==> src/rtl/clock_hms.sv <==
// Hours:minutes:seconds timekeeping core with 1 Hz prescaler, set pulses and registered BCD digits.
// Optional alarm logic is compiled in with `define CLOCK_ALARM_EN.
module clock_hms #(
    parameter int unsigned CLK_HZ  = 50000000,
    parameter int unsigned HOUR_24 = 1
) (
    input  logic       CLK,
    input  logic       RST,
    input  logic       clr,
    input  logic       run_tgl,
    input  logic       inc_sec,
    input  logic       inc_min,
    input  logic       inc_hr,
`ifdef CLOCK_ALARM_EN
    input  logic       al_set,
    input  logic       al_ack,
    input  logic       al_on,
    output logic       alarm,
`endif
    output logic [3:0] sec_l,
    output logic [3:0] sec_u,
    output logic [3:0] min_l,
    output logic [3:0] min_u,
    output logic [3:0] hr_l,
    output logic [3:0] hr_u,
    output logic       pm,
    output logic       tick,
    output logic       running
);

    localparam int unsigned PW = $clog2(CLK_HZ);
    localparam logic [PW-1:0] PMAX = PW'(CLK_HZ - 1);

    logic [PW-1:0] pcnt;
    logic [5:0]    s, m;
    logic [4:0]    h;
    logic [5:0]    s_nx, m_nx;
    logic [4:0]    h_nx;
    logic          en1hz, adv, c_s, c_m;

    assign en1hz = (pcnt == PMAX);
    assign adv   = running & en1hz;

    // A set pulse on a field wins over the advance/carry into it and swallows its carry out.
    always_comb begin
        s_nx = s;
        m_nx = m;
        h_nx = h;
        c_s  = 1'b0;
        c_m  = 1'b0;
        if (inc_sec) begin
            s_nx = (s == 6'd59) ? 6'd0 : s + 6'd1;
        end else if (adv) begin
            s_nx = (s == 6'd59) ? 6'd0 : s + 6'd1;
            c_s  = (s == 6'd59);
        end
        if (inc_min) begin
            m_nx = (m == 6'd59) ? 6'd0 : m + 6'd1;
        end else if (c_s) begin
            m_nx = (m == 6'd59) ? 6'd0 : m + 6'd1;
            c_m  = (m == 6'd59);
        end
        if (inc_hr || c_m) begin
            h_nx = (h == 5'd23) ? 5'd0 : h + 5'd1;
        end
    end

    always_ff @(posedge CLK or negedge RST) begin
        if (!RST) begin
            pcnt    <= '0;
            s       <= '0;
            m       <= '0;
            h       <= '0;
            tick    <= 1'b0;
            running <= 1'b1;
        end else if (clr) begin
            pcnt <= '0;
            s    <= '0;
            m    <= '0;
            h    <= '0;
            tick <= 1'b0;
        end else begin
            pcnt    <= en1hz ? '0 : pcnt + 1'b1;
            s       <= s_nx;
            m       <= m_nx;
            h       <= h_nx;
            tick    <= en1hz;
            running <= running ^ run_tgl;
        end
    end

    logic [4:0] hd;
    logic       pm_nx;

    always_comb begin
        hd    = h;
        pm_nx = 1'b0;
        if (HOUR_24 == 0) begin
            if (h == 5'd0) begin
                hd = 5'd12;
            end else if (h < 5'd12) begin
                hd = h;
            end else if (h == 5'd12) begin
                hd    = 5'd12;
                pm_nx = 1'b1;
            end else begin
                hd    = h - 5'd12;
                pm_nx = 1'b1;
            end
        end
    end

    function automatic logic [7:0] to_bcd(input logic [5:0] v);
        return {4'(v / 6'd10), 4'(v % 6'd10)};
    endfunction

    // Display registers add one cycle after the counter update.
    always_ff @(posedge CLK or negedge RST) begin
        if (!RST) begin
            sec_l <= 4'd0;
            sec_u <= 4'd0;
            min_l <= 4'd0;
            min_u <= 4'd0;
            hr_l  <= (HOUR_24 != 0) ? 4'd0 : 4'd2;
            hr_u  <= (HOUR_24 != 0) ? 4'd0 : 4'd1;
            pm    <= 1'b0;
        end else begin
            {sec_u, sec_l} <= to_bcd(s);
            {min_u, min_l} <= to_bcd(m);
            {hr_u, hr_l}   <= to_bcd({1'b0, hd});
            pm             <= pm_nx;
        end
    end

`ifdef CLOCK_ALARM_EN
    logic [4:0] ah;
    logic [5:0] am;
    logic [5:0] acnt;
    logic       hit;

    // Only a pure clock advance into hh:mm:00 may fire; edits never do.
    assign hit = adv && !inc_sec && !inc_min && !inc_hr && (s == 6'd59) &&
                 (m_nx == am) && (h_nx == ah) && al_on;

    always_ff @(posedge CLK or negedge RST) begin
        if (!RST) begin
            ah    <= '0;
            am    <= '0;
            acnt  <= '0;
            alarm <= 1'b0;
        end else if (clr) begin
            acnt  <= '0;
            alarm <= 1'b0;
        end else begin
            if (al_set) begin
                ah <= h;
                am <= m;
            end
            if (alarm) begin
                if (al_ack || !al_on || (en1hz && acnt == 6'd59)) begin
                    alarm <= 1'b0;
                end else if (en1hz) begin
                    acnt <= acnt + 6'd1;
                end
            end else if (hit) begin
                alarm <= 1'b1;
                acnt  <= '0;
            end
        end
    end
`endif

endmodule

==> config.mk <==
export PLATFORM = sky130hd
export DESIGN_NAME = clock_hms
export DESIGN_NICKNAME = d
export VERILOG_FILES = /design/src/rtl/clock_hms.sv
export SDC_FILE = /design/constraint.sdc
export NUM_CORES = 1
export LEC_CHECK = 0
export ABC_AREA = 1
export BUFFER_PORTS_ARGS = -buffer_cell sky130_fd_sc_hd__buf_2
export CAP_MARGIN = 10
export CORE_MARGIN = 1.5
export CORE_UTILIZATION = 34
export CTS_CLUSTER_SIZE = 25
export DETAILED_ROUTE_END_ITERATION = 6
export GPL_TIMING_DRIVEN = 0
export PLACE_DENSITY = 0.57
export SLEW_MARGIN = 0
export SYNTH_ARGS = -nofsm -noshare
export SYNTH_HDL_FRONTEND = slang
export SYNTH_SLANG_ARGS = --single-unit
==> constraint.sdc <==
create_clock -name CLK -period 2.3 [get_ports CLK]
set_input_delay 0.575 -clock CLK [delete_from_list [all_inputs] [get_ports CLK]]
set_output_delay 0.575 -clock CLK [all_outputs]
set_load 0.05 [all_outputs]
==> impl_metrics.ini <==
[yosys]
synth_cell_types = 38
ys_async_sr_fraction_pct = 100
synth_top_flop_cell = dfrtp_1
synth_enable_flop_cells = 0
seq_area_frac_synth_pct = 40.9
netlist_area_sq_mm = 0.00398
syn_area_per_cell_sq_um = 7.64
ys_seq_elements = 65
ys_warn_count = 0
synthCells = 521

[cells_and_area]
layout_commonest_cell = nand2_1
fillers = 1209
stdcell_count = 712
insertedDiodeCount = 0
fin_util_pct = 40.4
final_cell_mix = nand2_1, nor2_1, inv_1, dfrtp_1, nand3_1
area_delta_synth_final_pct = 15.9
drive_above_1_share_pct = 16.9
final_net_count = 587

[power_and_ir_drop]
seqPwrFrac_pct = 41.8
power_per_cell_area_mw_per_mm2 = 661
p_total_mw = 3.05
intPower_mw = 2.18
switching_share_pct = 28.4
p_comb_share_pct = 13.4
vdd_ir_drop_max_uv = 344
netSwitchingPower_mw = 0.866
p_leak_nw = 2.29
power_frac_clock_pct = 44.8

[clock_network]
cts_buffers = 9
cts_tree = done
ctsResizeCount = 0
cts_hold_buf = 0
clk_pin_slew_worst_paths_ns = 0.06
clock_latency_ns = 0.33
clock-root-buffer = clkbuf_16
clock_sink_count = 65
cts_setup_buffers = 0
max-clock-path-buffers = 2
h-tree-depth = 3

[critical_path]
arrival_ns = 1.26
critPathBufInv = 1
r2r_end = m[4]
critPathTopFamily = flip-flops
slowest_stage = dfstp_2
endpoint_kind = output pin
crit_path_max_incr_delay_ns = 0.64
worstPathMaxFanout = 5
r2r_start = pcnt[0]
reg2reg_depth = 10
criticalPathCategory = register to output pin
start_kind = register
worstPathRequired_ns = 1.73
reg2reg_slack_ns = 0.55
path_cells = buf_2

[floorplanning]
fp.dieW_um = 111
die-area_sq_mm = 0.0124
io_pins = 34
core_area_sq_mm = 0.0114
core.rowCount = 39
initial_utilization_pct = 34.8
die_h_um = 111

[route]
via_count = 3329
viasPerCell = 4.68
wl_met1_mm = 4.06
routedWlPerCell_um = 11.8
ant_nets = 0
drc_errors = 0
met3_wirelength_um = 267
drt_iter0_markers = 112
top_layer_used = met4
first_pass_iters = 4
wl_met2_mm = 3.99
postRouteWirelength_mm = 8.39

[placed_design]
gp_congestion = 0.860
detailed_place_hpwl_mm = 6.28
dpl.cell_count = 696
place_ws_ns = 0.178
portBuffers = 28

[hold_path]
hold_path.class = input pin to async pin

[grt]
grt_pass1_vias = 3257
grtUsageTotal_pct = 14.7
grt_pass1_wl_mm = 15.0
grt_max_degree = 66
gr-total-overflow = 0
antenna_found_initial = 0

[sta]
tightest_slew_ns = 0.832
slew_headroom_pct = 44.5
slew_violations = 0
rsz0062_at_grt = false
setup-tns-final_ns = 0
worst_slack_ns = 0.461
skew_ns = 0.0112
period_minus_slack_ns = 1.84
finalSetupViolations = 0
hold_viol = 0
final.period_utilization_pct = 80.0
clock.fmax_ghz = 0.544

[run]
cap_violations = 0

[outcome]
status = finished clean
## power groups by stage
stage | Sequential [mW] | Clock [mW] | Combinational [mW]
detailed placement | 1.30 | 0 | 0.414
global route | 1.28 | 1.47 | 0.459
global placement | 1.29 | 0 | 0.409
finish | 1.27 | 1.36 | 0.409
floorplan | 1.39 | 0 | 0.205
CTS | 1.28 | 1.40 | 0.415
## cell type report
cell class | count | area [sq um] | area share [%]
Buffer | 10 | 60.1 | 1.30
Clock buffer | 11 | 243 | 5.26
Clock inverter | 5 | 55.1 | 1.19
Inverter | 75 | 282 | 6.10
Multi-Input combinational cell | 375 | 2020 | 43.9
Sequential cell | 65 | 1630 | 35.3
Tap cell | 143 | 179 | 3.88
Timing Repair Buffer | 28 | 143 | 3.09
## how the worst max path moves through the flow
stage	start	endpoint	slack, ns	depth (start not counted)
2_1_floorplan	h[3]	hr_l[2]	0.72	11
3_3_place_gp	clr	pcnt[4]	0.20	5
3_5_place_dp	clr	pcnt[4]	0.18	5
4_1_cts	running	running	0.44	1
5_1_grt	h[3]	hr_l[2]	0.33	11
6_report	running	running	0.46	1
## synth_stat cells, drive strengths merged (7+ instances only)
cell | instances | area share, %
a21oi | 12 | 1.9
buf | 8 | 1.3
dfrtp | 64 | 40
ha | 16 | 5.0
inv | 75 | 7.1
nand2 | 131 | 14
nand3 | 56 | 7.7
nand4 | 7 | 1.9
nor2 | 75 | 8.2
nor3 | 23 | 3.4
o21ai | 20 | 2.7
xor2 | 11 | 2.4
## flip-flops by register name (all words and copies together), names as in the netlist
register and cells:
min_u 3, pcnt 26, min_l 4, tick 1, hr_l 4, s 6, running 1, sec_u 3
sec_l 4, h 5, hr_u 2, m 6
## routing by layer
layer | vias up | global-route usage [%]
li1 | 1733 | -
met2 | 54 | 24.1
met5 | - | 0
met3 | 8 | 3.28
met4 | 0 | 4.64
met1 | 1534 | 19.3
## cells by family after synthesis
| logic type | after synthesis | synth area share, % |
|---|---|---|
| AND/OR/NAND/NOR | 301 | 36.4 |
| buffers and inverters | 85 | 8.58 |
| flip-flops | 65 | 40.9 |
| AO/OA/AOI/OAI | 37 | 5.50 |
| XOR/XNOR | 16 | 3.52 |
| adder cells (fa/ha/maj) | 16 | 5.03 |
| other | 1 | 0.0942 |
## stage by stage
stage,area (sq um),hold slack [ns]
floorplan,3990,0.279
global placement,4310,0.445
detailed placement,4320,0.440
CTS,4610,0.395
global route,4610,0.441
finish,4610,0.345
No activity file was read; power rests on OpenSTA's default activity.
